`config.mk`:
```
export PLATFORM = sky130hd
export DESIGN_NAME = fs_accel_ofm_writer
export DESIGN_NICKNAME = d
export VERILOG_FILES = /design/src/rtl/fs_accel_pkg.sv /design/src/rtl/fs_accel_byte_packer.sv /design/src/rtl/fs_accel_ofm_writer.sv
export SDC_FILE = /design/constraint.sdc
export NUM_CORES = 1
export LEC_CHECK = 0
export ABC_AREA = 1
export ABC_CLOCK_PERIOD_IN_PS = 7200
export BUFFER_PORTS_ARGS = -buffer_cell sky130_fd_sc_hd__buf_2
export CAP_MARGIN = 40
export CORE_MARGIN = 2
export CORE_UTILIZATION = 60
export DETAILED_ROUTE_END_ITERATION = 8
export PLACE_DENSITY = 0.83
export SYNTH_ARGS = -nofsm -noshare
export SYNTH_HDL_FRONTEND = slang
export SYNTH_SLANG_ARGS = --single-unit
```
`constraint.sdc`:
```
create_clock -name clk -period 7.2 [get_ports clk]
set_input_delay 0.72 -clock clk [delete_from_list [all_inputs] [get_ports clk]]
set_output_delay 0.72 -clock clk [all_outputs]
set_load 0.01 [all_outputs]
```
`src/rtl/fs_accel_pkg.sv`:
```
// Shared definitions for the accelerator datapath blocks: OFM writer state
// encodings, packing geometry and the partial-word byte-enable helper.
package fs_accel_pkg;

    typedef enum logic [1:0] {
        OFMW_IDLE  = 2'd0,
        OFMW_PACK  = 2'd1,
        OFMW_WRITE = 2'd2,
        OFMW_DONE  = 2'd3
    } ofmw_state_t;

    localparam int OFMW_LANES     = 3;
    localparam int BYTES_PER_WORD = 4;

    // Byte enables for a word holding nbytes valid bytes from byte 0 upward.
    function automatic logic [3:0] strb_mask(input logic [2:0] nbytes);
        logic [3:0] mask;
        case (nbytes)
            3'd1:    mask = 4'h1;
            3'd2:    mask = 4'h3;
            3'd3:    mask = 4'h7;
            default: mask = 4'hF;
        endcase
        return mask;
    endfunction

endpackage

```
`src/rtl/fs_accel_byte_packer.sv`:
```
// One lane's 32-bit little-endian pack register: writes a byte at the given
// index and clears synchronously once its word has been written out.
module fs_accel_byte_packer
    import fs_accel_pkg::*;
(
    input  logic        clk,
    input  logic        resetn,
    input  logic        clr,
    input  logic        wr_en,
    input  logic [1:0]  idx,
    input  logic [7:0]  din,
    output logic [31:0] word
);

    genvar gi;
    generate
        for (gi = 0; gi < BYTES_PER_WORD; gi++) begin : g_byte
            logic [7:0] byte_reg;

            always_ff @(posedge clk) begin
                if (!resetn || clr) begin
                    byte_reg <= '0;
                end else if (wr_en && (idx == 2'(gi))) begin
                    byte_reg <= din;
                end
            end

            assign word[8*gi +: 8] = byte_reg;
        end
    endgenerate

endmodule

```
`src/rtl/fs_accel_ofm_writer.sv`:
```
// OFM writer: packs three 8-bit lanes into 32-bit words and writes each lane's
// word to its own region of the OFM SRAM, lane 0 then 1 then 2 per word group.
module fs_accel_ofm_writer
    import fs_accel_pkg::*;
#(
    parameter int ADDR_W = 16,
    parameter int CNT_W  = 16
) (
    input  logic              clk,
    input  logic              resetn,
    input  logic              start,
    input  logic [ADDR_W-1:0] cfg_base_0,
    input  logic [ADDR_W-1:0] cfg_base_1,
    input  logic [ADDR_W-1:0] cfg_base_2,
    input  logic [CNT_W-1:0]  cfg_num_px,
    input  logic [7:0]        px_di_0,
    input  logic [7:0]        px_di_1,
    input  logic [7:0]        px_di_2,
    input  logic              px_vld,
    output logic              px_rdy,
    output logic              mem_we,
    output logic [ADDR_W-1:0] mem_addr,
    output logic [31:0]       mem_wdata,
    output logic [3:0]        mem_wstrb,
    input  logic              mem_gnt,
    output logic              busy,
    output logic              done
);

    ofmw_state_t       state_reg, state_next;
    logic [ADDR_W-1:0] base_reg [OFMW_LANES];
    logic [CNT_W-1:0]  num_px_reg;
    logic [CNT_W-1:0]  byte_cnt_reg;
    logic [ADDR_W-1:0] word_idx_reg;
    logic [1:0]        lane_reg;

    logic [7:0]  lane_di   [OFMW_LANES];
    logic [31:0] pack_word [OFMW_LANES];

    logic       accept;
    logic       last_byte;
    logic       word_full;
    logic       lane_last;
    logic       write_gnt;
    logic       group_done;
    logic       all_bytes;
    logic [2:0] nbytes;

    assign lane_di[0] = px_di_0;
    assign lane_di[1] = px_di_1;
    assign lane_di[2] = px_di_2;

    assign accept     = (state_reg == OFMW_PACK) && px_vld;
    assign last_byte  = (byte_cnt_reg == num_px_reg - CNT_W'(1));
    assign word_full  = (byte_cnt_reg[1:0] == 2'd3);
    assign lane_last  = (lane_reg == 2'd2);
    assign write_gnt  = (state_reg == OFMW_WRITE) && mem_gnt;
    assign group_done = write_gnt && lane_last;
    assign all_bytes  = (byte_cnt_reg == num_px_reg);
    // byte_cnt already counts the word's last byte while in WRITE; 0 mod 4 means full.
    assign nbytes     = (byte_cnt_reg[1:0] == 2'd0) ? 3'd4 : {1'b0, byte_cnt_reg[1:0]};

    genvar gi;
    generate
        for (gi = 0; gi < OFMW_LANES; gi++) begin : g_lane
            fs_accel_byte_packer u_packer (
                .clk    (clk),
                .resetn (resetn),
                .clr    (group_done),
                .wr_en  (accept),
                .idx    (byte_cnt_reg[1:0]),
                .din    (lane_di[gi]),
                .word   (pack_word[gi])
            );
        end
    endgenerate

    always_ff @(posedge clk) begin
        if (!resetn) begin
            state_reg <= OFMW_IDLE;
        end else begin
            state_reg <= state_next;
        end
    end

    always_comb begin
        state_next = state_reg;
        case (state_reg)
            OFMW_IDLE: begin
                if (start) begin
                    state_next = (cfg_num_px == '0) ? OFMW_DONE : OFMW_PACK;
                end
            end
            OFMW_PACK: begin
                if (accept && (word_full || last_byte)) begin
                    state_next = OFMW_WRITE;
                end
            end
            OFMW_WRITE: begin
                if (group_done) begin
                    state_next = all_bytes ? OFMW_DONE : OFMW_PACK;
                end
            end
            OFMW_DONE: state_next = OFMW_IDLE;
            default:   state_next = OFMW_IDLE;
        endcase
    end

    always_ff @(posedge clk) begin
        if (!resetn) begin
            for (int i = 0; i < OFMW_LANES; i++) begin
                base_reg[i] <= '0;
            end
            num_px_reg   <= '0;
            byte_cnt_reg <= '0;
            word_idx_reg <= '0;
            lane_reg     <= '0;
        end else begin
            if ((state_reg == OFMW_IDLE) && start) begin
                base_reg[0]  <= cfg_base_0;
                base_reg[1]  <= cfg_base_1;
                base_reg[2]  <= cfg_base_2;
                num_px_reg   <= cfg_num_px;
                byte_cnt_reg <= '0;
                word_idx_reg <= '0;
                lane_reg     <= '0;
            end
            if (accept) begin
                byte_cnt_reg <= byte_cnt_reg + CNT_W'(1);
            end
            if (write_gnt) begin
                lane_reg <= lane_last ? 2'd0 : lane_reg + 2'd1;
                if (lane_last) begin
                    word_idx_reg <= word_idx_reg + ADDR_W'(1);
                end
            end
        end
    end

    always_comb begin
        px_rdy    = 1'b0;
        mem_we    = 1'b0;
        mem_addr  = '0;
        mem_wdata = '0;
        mem_wstrb = '0;
        busy      = 1'b0;
        done      = 1'b0;
        case (state_reg)
            OFMW_PACK: begin
                px_rdy = 1'b1;
                busy   = 1'b1;
            end
            OFMW_WRITE: begin
                mem_we    = 1'b1;
                busy      = 1'b1;
                mem_addr  = base_reg[lane_reg] + word_idx_reg;
                mem_wdata = pack_word[lane_reg];
                mem_wstrb = strb_mask(nbytes);
            end
            OFMW_DONE: begin
                busy = 1'b1;
                done = 1'b1;
            end
            default: ;
        endcase
    end

endmodule

```
==> implementation parameters <==
Parameter                              Value

Drt
  Number of violations reported at the end of detailed-routing iteration 0    771
  Total number of vias    9,469
  Routed Wire Length    around 27,000 um
  Routed WL per cell    15.5 um
  Ratio of routed vias to standard cells    5.51
  DRC violations left    0
  Number of iterations in the first detailed-routing pass    5
  Post-route antenna net violation count    0

Cells and area
  Fraction of the core area covered by cells at the end of the flow    70.4%
  Flip-flop count of the largest register after layout    96
  Inserted Diodes    0
  Final nets    1,601
  Area grow syn2layout    14.1%
  Top library cells by usage in the layout, fill and taps aside    inv_1 (234), nand2_1 (228), nor2_1 (201)
  Layout cell share with drive strength beyond 1    15.3%
  Most common cell after layout, fill and taps aside    inv_1
  Layout filler cell count    roughly 1,300

Clock tree
  Hold buffer count at CTS    0
  Clock buffers created by TritonCTS    17
  Depth of the CTS H-tree    4
  Sinks on Clock Net    about 200
  Number of gates resized after cts    0
  Clock tree from TritonCTS    yes
  Largest buffer count on any clock path    2
  Clock Pin Slew Worst Setup and Hold Paths    0.07 ns
  Worst-Skew Late Latency    0.44 ns
  Post-CTS Repair Setup Buffers    0
  Root buffer cell    clkbuf_16

Flow run
  Count of maximum capacitance violations    0

Setup path
  Most common cell type on the critical path    a21oi_1
  Path type of the worst setup path    register to output port
  Element type at the critical path end    output port
  Startpoint type of the worst setup path    register
  Worst path bufs/invs    2
  Crit path arrival time    between 3 and 4 ns
  Worst path required time    6.48 ns
  Largest fanout of any net on the critical path    17
  Max incr delay on CP    0.67 ns
  Family with the most delay on the worst path    compound AO/OA/AOI/OAI gates
  Crit path cell chain    clkinv_1 > nor2_1 > a21oi_1 > ha_1 > fa_1 > nand3_1 > nand3_1 > nand2_1 > a31oi_2 > a21oi_1 > o21ai_1 > o21ai_0 > a21oi_1 > buf_2
  Worst path slowest cell    dfxtp_1

Power and ir drop
  Internal power of the cells    0.00196 W
  Register share of total power    roughly 46%
  Total power divided by cell area    238 nW/um2
  Static leakage    about 5.4 nW
  Peak supply drop    approximately 0.00021 V
  Clock power frac    35.8%
  Switching power total    0.000825 W
  Switching share of power    29.6%
  Logic gate share of total power    18.6%

Floorplanning
  Initial core utilization    61.7%
  Number of placement rows    47
  Placeable core area    16,600 um2
  Count of pins on the block boundary    149
  Die footprint    18,200 um2
  Die extent in y    about 130 um
  Die width    approximately 130 um

Timing
  Final period demand of the worst path    4.44 ns
  Highest attainable clock frequency    225 MHz
  Setup repair after global routing missed its margin    no
  Transition time at the pin with the least slew margin    slightly below 0.8 ns
  Final hold vios    0
  Worst slew slack as a fraction of its limit    48.1%
  Final Max Slew Viols    0
  Number of endpoints failing setup at the final stage    0
  Summed negative setup slack over all endpoints    0 ns
  Post-Route Skew    0.00708 ns
  Final period utilization    61.6%

Logic synthesis
  Post-synth net total    1,489
  Share of flip-flops with an asynchronous set or reset after synthesis    0%
  Cell Area, Synth    10,300 um2
  Number of flops mapped to enable cells by yosys    48
  Cell count after synthesis    1,373
  Number of unique standard cell types used by synthesis    51
  Yosys warnings    0
  Number of register bits inferred by synthesis    198
  Sequential share of the synthesized area    a little over two fifths
  Mean area per synthesized cell    7.48 um2
  Top FF cell, synth    dfxtp_1

GRT
  Wire length of the first global-routing pass    42,900 um
  Vias in the first global route    between 8,000 and 9,000
  All-Layer GR Usage    29.7%
  Final global-route overflow total    0
  Pin count of the biggest net entering global routing    80
  Number of antenna violations at the first check in global routing    1

Min path
  Type of the worst min-delay path    register to register

Place
  Hpwl dp    18,500 um
  IO Port Bufs    148
  Placer's final routability congestion estimate    between 0.8 and 0.9

Status
  Status    complete, no violations
-- power by group through the flow --
stage | registers (W) | logic [W] | clock network [W]
CTS | 0.00127 | 0.000514 | 0.00101
finish | 0.00127 | 0.000519 | 0.000999
global route | 0.00128 | 0.000579 | 0.00105
floorplan | 0.00127 | 0.000365 | 0
global placement | 0.00129 | 0.000485 | 0
detailed placement | 0.00129 | 0.000508 | 0
-- worst paths after layout --
check / cells after the start / end / startpoint / slack (ns)
max reg2reg: 7 / g_lane[2].u_packer.g_byte[0].byte_reg[0] / state_reg[0] / 4.69
min: 2 / g_lane[2].u_packer.g_byte[3].byte_reg[4] / g_lane[2].u_packer.g_byte[3].byte_reg[4] / 0.46
min reg2reg: 2 / g_lane[2].u_packer.g_byte[3].byte_reg[4] / g_lane[2].u_packer.g_byte[3].byte_reg[4] / 0.46
max: 14 / mem_addr[12] / register / 2.76
-- tightest hold or removal path, cell delays in order, from the launching register on --
cell and delay, ns:
dfxtp_1 0.31, nand2_1 0.06, a21oi_1 0.05
-- layout make-up --
class / count / area [um2] / share of cell area, %
Inverter: 246 / 923 / 7.88
Multi-Input combinational cell: 864 / 4590 / 39.1
Timing Repair Buffer: 158 / 885 / 7.55
Clock inverter: 9 / 138 / 1.17
Tap cell: 220 / 275 / 2.35
Clock buffer: 23 / 468 / 3.99
Sequential cell: 198 / 4440 / 37.9
-- routing by layer --
| layer | GRT usage [%] | share of wire, % |
|---|---|---|
| met3 | 5.03 | 7.4 |
| met4 | 14.1 | 3.9 |
| met2 | 46.7 | 45 |
| met1 | 40.0 | 44 |
| met5 | 0 | 0.049 |
-- cell usage after synthesis (2+ instances only) --
library cell,count,area (um2)
buf_4,3,22.5
nand2_1,228,856
a211oi_2,2,25.0
a211oi_1,76,571
nor4_1,4,25.0
nor2_4,8,90.1
buf_2,23,115
clkbuf_1,29,109
ha_1,22,275
nor3_2,2,20.0
xnor2_1,7,61.3
xor2_1,12,105
dfxtp_1,150,3000
nand2_4,2,22.5
nor2_1,201,754
a21oi_1,91,455
nand3_1,60,300
nand4_1,10,62.6
buf_6,4,45.0
nand3_2,2,20.0
o31ai_1,2,15.0
nor3_1,11,55.1
a221oi_1,4,35.0
a31oi_1,4,25.0
clkinv_1,3,11.3
inv_1,234,878
o221ai_1,23,201
inv_2,9,33.8
buf_1,6,22.5
a311oi_1,3,26.3
nor2_2,8,50.1
nand3b_1,3,22.5
o22ai_1,13,81.3
edfxtp_1,48,1440
a22oi_1,7,52.6
nand2_2,6,37.5
o21bai_1,2,15.0
o21ai_0,38,190
-- metrics by stage --
step,cells,hold slack [ns],area (um2),setup WS (ns),power (W)
final,1718,0.463,11700,2.76,0.00279
after global routing,1718,0.483,11700,2.44,0.00291
after CTS,1718,0.465,11700,2.80,0.00279
after detailed placement,1686,0.453,11100,3.27,0.00180
after global placement,1681,0.448,11000,3.47,0.00178
after floorplan,1373,0.438,10300,4.07,0.00164
-- kinds of logic after synthesis --
group | count (synthesis) | synth area share, %
AND/OR/NAND/NOR | 546 | 22.7
buffers and inverters | 311 | 12.1
AO/OA/AOI/OAI | 276 | 17.4
flip-flops | 198 | 43.3
adder cells (fa/ha/maj) | 23 | 2.88
XOR/XNOR | 19 | 1.62
Power figures use the tool's default switching activity.
